## src/rtl/multisim_axi_txn_ctrl.sv

```systemverilog
// multisim_axi_txn_ctrl: AXI transaction-level flow controller.
// Caps outstanding writes/reads, orders W behind AW, and provides a drain handshake.
//
// Ports:
//   clk, rst                    : clock, synchronous active-high reset
//   i_m_aw*/o_m_awready         : AW handshake from the manager-side bridge
//   o_s_awvalid/i_s_awready     : AW handshake towards the subordinate
//   i_m_wvalid/i_m_wlast/o_m_wready, o_s_wvalid/i_s_wready : W path
//   i_s_bvalid/o_s_bready/o_m_bvalid/i_m_bready            : B path (pass-through)
//   i_m_arvalid/o_m_arready/o_s_arvalid/i_s_arready        : AR path
//   i_s_rvalid/i_s_rlast/o_s_rready/o_m_rvalid/i_m_rready  : R path (pass-through)
//   i_drain/o_drained           : quiesce request / quiesced status
//   o_w_outstanding             : writes with AW accepted and B not yet returned
//   o_r_outstanding             : reads with AR accepted and final R not yet returned
//   o_err                       : sticky protocol error, cleared only by reset
module multisim_axi_txn_ctrl #(
    parameter int MAX_W_OUTSTANDING = 4,
    parameter int MAX_R_OUTSTANDING = 4,
    localparam int W_CNT_W = $clog2(MAX_W_OUTSTANDING + 1),
    localparam int R_CNT_W = $clog2(MAX_R_OUTSTANDING + 1)
) (
    input  logic               clk,
    input  logic               rst,

    input  logic               i_m_awvalid,
    output logic               o_m_awready,
    output logic               o_s_awvalid,
    input  logic               i_s_awready,

    input  logic               i_m_wvalid,
    input  logic               i_m_wlast,
    output logic               o_m_wready,
    output logic               o_s_wvalid,
    input  logic               i_s_wready,

    input  logic               i_s_bvalid,
    output logic               o_s_bready,
    output logic               o_m_bvalid,
    input  logic               i_m_bready,

    input  logic               i_m_arvalid,
    output logic               o_m_arready,
    output logic               o_s_arvalid,
    input  logic               i_s_arready,

    input  logic               i_s_rvalid,
    input  logic               i_s_rlast,
    output logic               o_s_rready,
    output logic               o_m_rvalid,
    input  logic               i_m_rready,

    input  logic               i_drain,
    output logic               o_drained,
    output logic [W_CNT_W-1:0] o_w_outstanding,
    output logic [R_CNT_W-1:0] o_r_outstanding,
    output logic               o_err
);

    localparam logic [W_CNT_W-1:0] W_MAX  = W_CNT_W'(MAX_W_OUTSTANDING);
    localparam logic [R_CNT_W-1:0] R_MAX  = R_CNT_W'(MAX_R_OUTSTANDING);
    localparam logic [W_CNT_W-1:0] W_ONE  = W_CNT_W'(1);
    localparam logic [R_CNT_W-1:0] R_ONE  = R_CNT_W'(1);
    localparam logic [7:0]         WD_MAX = 8'hFF;

    typedef enum logic [1:0] {
        ST_RUN,
        ST_DRAIN,
        ST_DRAINED
    } state_e;

    state_e             state_q, state_d;
    logic [W_CNT_W-1:0] w_out_q, w_out_d;
    logic [W_CNT_W-1:0] w_credit_q, w_credit_d;
    logic [R_CNT_W-1:0] r_out_q, r_out_d;
    logic               aw_hold_q, aw_hold_d;
    logic               ar_hold_q, ar_hold_d;
    logic               err_q, err_d;
    logic [7:0]         wd_cnt_q, wd_cnt_d;

    logic aw_allow, ar_allow, w_allow;
    logic aw_hs, w_hs, b_hs, ar_hs, r_hs;
    logic w_last_hs, r_last_hs;
    logic b_err, r_err, wd_err, w_starve;
    logic all_idle;

    // Channel gating: purely combinational from registered state,
    // so no cycle is added on any channel.
    always_comb begin
        aw_allow = ((state_q == ST_RUN) && (w_out_q < W_MAX)) || aw_hold_q;
        ar_allow = ((state_q == ST_RUN) && (r_out_q < R_MAX)) || ar_hold_q;
        w_allow  = (w_credit_q != '0);
    end

    assign o_s_awvalid = i_m_awvalid & aw_allow;
    assign o_m_awready = i_s_awready & aw_allow;
    assign o_s_arvalid = i_m_arvalid & ar_allow;
    assign o_m_arready = i_s_arready & ar_allow;
    assign o_s_wvalid  = i_m_wvalid & w_allow;
    assign o_m_wready  = i_s_wready & w_allow;

    assign o_m_bvalid  = i_s_bvalid;
    assign o_s_bready  = i_m_bready;
    assign o_m_rvalid  = i_s_rvalid;
    assign o_s_rready  = i_m_rready;

    assign aw_hs = o_s_awvalid & i_s_awready;
    assign w_hs  = o_s_wvalid & i_s_wready;
    assign b_hs  = i_s_bvalid & i_m_bready;
    assign ar_hs = o_s_arvalid & i_s_arready;
    assign r_hs  = i_s_rvalid & i_m_rready;

    assign w_last_hs = w_hs & i_m_wlast;
    assign r_last_hs = r_hs & i_s_rlast;

    // Responses with nothing outstanding are errors; the matching
    // decrement is suppressed so the counter saturates at zero.
    assign b_err = b_hs & (w_out_q == '0);
    assign r_err = r_last_hs & (r_out_q == '0);

    // Watchdog: W presented with no AW credit for 256 consecutive cycles.
    assign w_starve = i_m_wvalid & ~w_allow;
    assign wd_err   = w_starve & (wd_cnt_q == WD_MAX);

    assign all_idle = (w_out_q == '0) && (r_out_q == '0) &&
                      (w_credit_q == '0) && !aw_hold_q && !ar_hold_q;

    always_comb begin
        w_out_d = w_out_q;
        unique case ({aw_hs, b_hs & ~b_err})
            2'b10:   w_out_d = w_out_q + W_ONE;
            2'b01:   w_out_d = w_out_q - W_ONE;
            default: w_out_d = w_out_q;
        endcase
    end

    always_comb begin
        w_credit_d = w_credit_q;
        unique case ({aw_hs, w_last_hs})
            2'b10:   w_credit_d = w_credit_q + W_ONE;
            2'b01:   w_credit_d = w_credit_q - W_ONE;
            default: w_credit_d = w_credit_q;
        endcase
    end

    always_comb begin
        r_out_d = r_out_q;
        unique case ({ar_hs, r_last_hs & ~r_err})
            2'b10:   r_out_d = r_out_q + R_ONE;
            2'b01:   r_out_d = r_out_q - R_ONE;
            default: r_out_d = r_out_q;
        endcase
    end

    // Once a valid is presented downstream it stays allowed until it
    // is accepted, even if drain or the limit would now block it.
    always_comb begin
        aw_hold_d = aw_hold_q;
        if (aw_hs) begin
            aw_hold_d = 1'b0;
        end else if (o_s_awvalid) begin
            aw_hold_d = 1'b1;
        end

        ar_hold_d = ar_hold_q;
        if (ar_hs) begin
            ar_hold_d = 1'b0;
        end else if (o_s_arvalid) begin
            ar_hold_d = 1'b1;
        end
    end

    always_comb begin
        wd_cnt_d = 8'd0;
        if (w_starve) begin
            wd_cnt_d = (wd_cnt_q == WD_MAX) ? WD_MAX : wd_cnt_q + 8'd1;
        end
        err_d = err_q | b_err | r_err | wd_err;
    end

    always_comb begin
        state_d = state_q;
        unique case (state_q)
            ST_RUN: begin
                if (i_drain) begin
                    state_d = ST_DRAIN;
                end
            end
            ST_DRAIN: begin
                if (!i_drain) begin
                    state_d = ST_RUN;
                end else if (all_idle) begin
                    state_d = ST_DRAINED;
                end
            end
            ST_DRAINED: begin
                if (!i_drain) begin
                    state_d = ST_RUN;
                end
            end
            default: state_d = ST_RUN;
        endcase
    end

    always_ff @(posedge clk) begin
        if (rst) begin
            state_q    <= ST_RUN;
            w_out_q    <= '0;
            w_credit_q <= '0;
            r_out_q    <= '0;
            aw_hold_q  <= 1'b0;
            ar_hold_q  <= 1'b0;
            err_q      <= 1'b0;
            wd_cnt_q   <= 8'd0;
        end else begin
            state_q    <= state_d;
            w_out_q    <= w_out_d;
            w_credit_q <= w_credit_d;
            r_out_q    <= r_out_d;
            aw_hold_q  <= aw_hold_d;
            ar_hold_q  <= ar_hold_d;
            err_q      <= err_d;
            wd_cnt_q   <= wd_cnt_d;
        end
    end

    assign o_drained       = (state_q == ST_DRAINED);
    assign o_w_outstanding = w_out_q;
    assign o_r_outstanding = r_out_q;
    assign o_err           = err_q;

endmodule

```

## config.mk

```make
export PLATFORM = sky130hd
export DESIGN_NAME = multisim_axi_txn_ctrl
export DESIGN_NICKNAME = d
export VERILOG_FILES = /design/src/rtl/multisim_axi_txn_ctrl.sv
export SDC_FILE = /design/constraint.sdc
export NUM_CORES = 1
export LEC_CHECK = 0
export CAP_MARGIN = 15
export CORE_MARGIN = 2
export CORE_UTILIZATION = 37
export CTS_BUF_LIST = sky130_fd_sc_hd__clkbuf_16
export DETAILED_ROUTE_END_ITERATION = 8
export PLACE_DENSITY_LB_ADDON = 0.15
export SYNTH_ARGS = -nofsm -noshare
export SYNTH_HDL_FRONTEND = slang
export SYNTH_SLANG_ARGS = --single-unit
export TNS_END_PERCENT = 10
```

## constraint.sdc

```tcl
create_clock -name clk -period 3.1 [get_ports clk]
set_clock_uncertainty 0.1 [all_clocks]
set_input_delay 0.62 -clock clk [delete_from_list [all_inputs] [get_ports clk]]
set_output_delay 0.62 -clock clk [all_outputs]
set_load 0.1 [all_outputs]
```

-- Word-level counts from Yosys, hierarchy flattened
Index checks and enable logic that the tools add are counted.
- register bits after elaboration: 22
- bits of input ports: 15
- word-level logic and storage cells: 86
- add/subtract/negate cells: 7
- magnitude comparators: 2
- equal/unequal tests: 12
- mux-type cells: 9
- bitwise operators: 26
- reduce and logical (&&, ||, !) cells: 22
- operators by type and width (kind ; number):
    AND 1 bit ; 19
    case mux 3 bit (2 select lines) ; 3
    adder 3 x 1 -> 3 bit (second input constant) ; 3
    zero test 3 bit ; 3
    subtractor 3 x 1 -> 3 bit (second input constant) ; 3
    adder 8 x 1 -> 8 bit (second input constant) ; 1
    == test 2 x 1 -> 1 bit (second input constant) ; 4
    == test 2 bit (second input constant) ; 4
    == test 8 bit (second input constant) ; 1
    2-to-1 mux 2 bit ; 4
    2-to-1 mux 8 bit ; 1
    logical AND 1 bit ; 6
    < comparator 3 bit (second input constant) ; 2
    case mux 2 bit (3 select lines) ; 1
    nonzero test 2 bit ; 3
    OR reduction 2 bit ; 3
    != test 2 bit (second input constant) ; 2
    NOT 1 bit ; 4
    != test 3 bit (second input constant) ; 1
    OR 1 bit ; 3
    AND reduction 3 bit ; 1
    nonzero test 3 bit ; 1
    zero test 1 bit ; 2
    zero test 2 bit ; 1
    logical OR 1 bit ; 2

-- Longest topological paths before layout
- depth after elaboration: 8
- mapped depth: 9

-- Least setup slack after synthesis
Ideal clock, no wire load.
- path type: input to register
- from: input port i_s_wready
- to: register w_credit_q[2]
- library setup time: 71 ps
- data arrival time: 3437 ps
- required time: 2929 ps
- slack: -508 ps
- cell stages on the path: 8
- buffers on the path: 0
- cell sequence: nor2b_1 and3_1 ha_1 inv_1 fa_1 xor2_1 or3_1 a21oi_1
- longest elaborated chain between the ends: 4
- ends and longest elaborated chain (element ; line ; source):
    start, declared ; 34 ; input logic i_s_wready,
    AND 1 bit (*) ; 107 ; assign w_hs = o_s_wvalid & i_s_wready;
    AND 1 bit (*) ; 112 ; assign w_last_hs = w_hs & i_m_wlast;
    == test 2 x 1 -> 1 bit or == test 2 bit (tied branches) ; 138 ; unique case ({aw_hs, w_last_hs})
    case mux 3 bit (2 select lines) or nonzero test 2 bit (tied branches) ; -- ;
    end signal, assigned ; 217 ; w_credit_q <= w_credit_d;
    end, declared ; 73 ; logic [W_CNT_W-1:0] w_credit_q, w_credit_d;
Every way passes the cells marked *; elsewhere a longest branch is shown, timed or not.
A chain may end at the register's enable or synchronous reset.

-- Worst setup path in the final report
Same ends and word-level chain as after synthesis.

==> results_dict.tcl <==
set metrics [dict create \
    status "completed" \
    startpoint "i_s_wready" \
    synth_nets 146 \
    placed_area_mm2 0.00151 \
    ios 33 \
    synth_top_area_cell "dfxtp_1" \
    powerDensity_mw_per_mm2 614 \
    cts_made_buffers 3 \
    final_common_cell "dfxtp_1" \
    portBuffers 32 \
    drcViolationCount 0 \
    antenna_found_initial 0 \
    synth_seq_cells 22 \
    setup_viol 0 \
    synthesis.area_mm2 0.00114 \
    layout.nets 179 \
    seq_area_frac_synth_pct 38.6 \
    fin_tns_setup_ps 0 \
    hold_viol_final 0 \
    rsz0062_at_grt "false" \
    via_count 986 \
    gp_congestion 0.753 \
    place_ws_ps 256 \
    grt_max_degree 15 \
    clockRootBuffer "clkbuf_16" \
    required_ps 3180 \
    synth-edff-count 0 \
    die_h_um 59.5 \
    worstMarginPinSlew_ps 464 \
    hp-class "reg -> reg" \
    die_area_mm2 0.00354 \
    ir_drop_v 0.000316 \
    yosysUniqueCellTypes 34 \
    r2r_start "o_w_outstanding[2]" \
    fin_ws_ps 520 \
    drt_iter0_markers 26 \
    leakage_uw 0.000623 \
    fin_area_mm2 0.00161 \
    max_cap_violations 0 \
    grt_pass1_wl_mm 4.41 \
    synthFlopType "dfxtp_1" \
    synth_area_leaders "dfxtp_1, a21oi_1, fa_1, nor2b_1, ha_1" \
    antenna_cells 0 \
    final_cell_mix "dfxtp_1, clkdlybuf4s50_1, a21oi_1, buf_4" \
    dr.pass1.iters 4 \
    critPathKind "in -> reg" \
    overflow 0 \
    ctsHoldBuffers 0 \
    viasPerCell 5.22 \
    multi_input_area_um2 639 \
    grt_pass1_vias 1009 \
    finalCriticalPeriod_ps 2580 \
    clkSinkCount 22 \
    crit_path_end_kind "register" \
    clk_path_buf_depth 2 \
    synthCells 124 \
    post-cts-setup-buffer-count 0 \
    seqCellArea_um2 440 \
    insertion_delay_ps 250 \
    cts.reportedPaths.clkPinSlew_ps 60 \
    cts_resized 0 \
    wire_per_inst_um 13.5 \
    wirelength_mm 2.55 \
    synth_top_area_share_pct 38.6 \
    post-route-period-util_pct 83.2 \
    nFillCells 291 \
    dieWidth_um 59.5 \
    slew_viol_final 0 \
    coreArea_mm2 0.00300 \
    drive_above_1_share_pct 19.2 \
    cp-start-kind "primary input" \
    worstHoldStart "wd_cnt_q[0]" \
    rows 20 \
    grt.total_usage_pct 16.3 \
    fmax_mhz 388 \
    ctsHtreeMaxLevel 1 \
    initial_core_util_pct 38.0 \
    area_delta_synth_final_pct 41.6 \
    slew_headroom_pct 68.8 \
    dp_hpwl_mm 1.97 \
    postRouteAntennaNets 0 \
    synthArstFlopShare_pct 0 \
    synth.avg_cell_area_um2 9.19 \
    final_util_pct 53.8 \
    cp.arrival_ps 2660 \
    critPathMaxFanout 2 \
    yosysWarnings 0 \
    cts_tree "done" \
]
[layer usage]
| layer | wire length [um] | vias to the layer above | GRT usage [%] |
|---|---|---|---|
| met5 | 0 | - | 0 |
| met1 | 1190 | 466 | 20.7 |
| li1 | - | 499 | - |
| met2 | 1250 | 19 | 28.4 |
| met3 | 83 | 2 | 1.97 |
| met4 | 19 | 0 | 5.71 |
[power by group]
| group | internal, uW | switching [uW] | total, uW | leakage (uW) |
|---|---|---|---|---|
| Combinational | 100 | 212 | 312 | 0.000393 |
| Sequential | 300 | 20.2 | 320 | 0.000179 |
| Clock | 256 | 103 | 359 | 0.0000511 |
| Total | 657 | 335 | 991 | 0.000623 |
[metrics by stage]
step / power, uW / instances / hold WS [ps]
floorplan: 546 / 124 / 358
global placement: 635 / 185 / 376
detailed placement: 639 / 185 / 405
CTS: 999 / 189 / 422
global route: 1030 / 189 / 460
finish: 991 / 189 / 420
[sequential cells by signal, summed over array words and instances, names as in the netlist]
name             count
wd_cnt_q             8
o_r_outstanding      3
o_w_outstanding      3
w_credit_q           3
state_q              2
ar_hold_q            1
aw_hold_q            1
o_err                1
[worst max-delay path, cell delays in order]
cell and delay (ps):
clkdlybuf4s50_1 450, nor2b_2 190, and3_1 180, ha_1 190, inv_1 60, fa_1 370
xor2_1 150, or3_1 300, a21oi_1 140
[synthesized netlist by cell type (4+ instances only)]
| cell type | instances |
|---|---|
| nor2b_1 | 9 |
| o21ai_0 | 4 |
| buf_4 | 4 |
| o21a_1 | 4 |
| nor2_1 | 8 |
| ha_1 | 4 |
| inv_1 | 8 |
| a21oi_1 | 13 |
| dfxtp_1 | 22 |
| nor3_1 | 5 |
| or3_1 | 4 |
| xor2_1 | 5 |
[layout make-up]
cell class	count	share of cell area (%)
timing repair buffer	33	22.2
clock buffer	3	4.65
inverter	8	1.86
sequential	22	27.3
multi-input combinational	89	39.6
clock inverter	1	1.86
tap	33	2.56
[logic make-up after synthesis]
kind of cell | synth area share, %
AO/OA/AOI/OAI | 16.1
XOR/XNOR | 6.15
adder cells (fa/ha/maj) | 9.66
buffers and inverters | 5.60
flip-flops | 38.6
multiplexers | 0.878
AND/OR/NAND/NOR | 22.9
[path summary, 6_finish.rpt]
kind	depth (start not counted)	end	slack, ps
min reg2reg	1	wd_cnt_q[0]	420
max reg2reg	8	o_w_outstanding[2]	680
min	1	wd_cnt_q[0]	420
max	9	w_credit_q[2]	520
No activity file was read; power rests on OpenSTA's default activity.
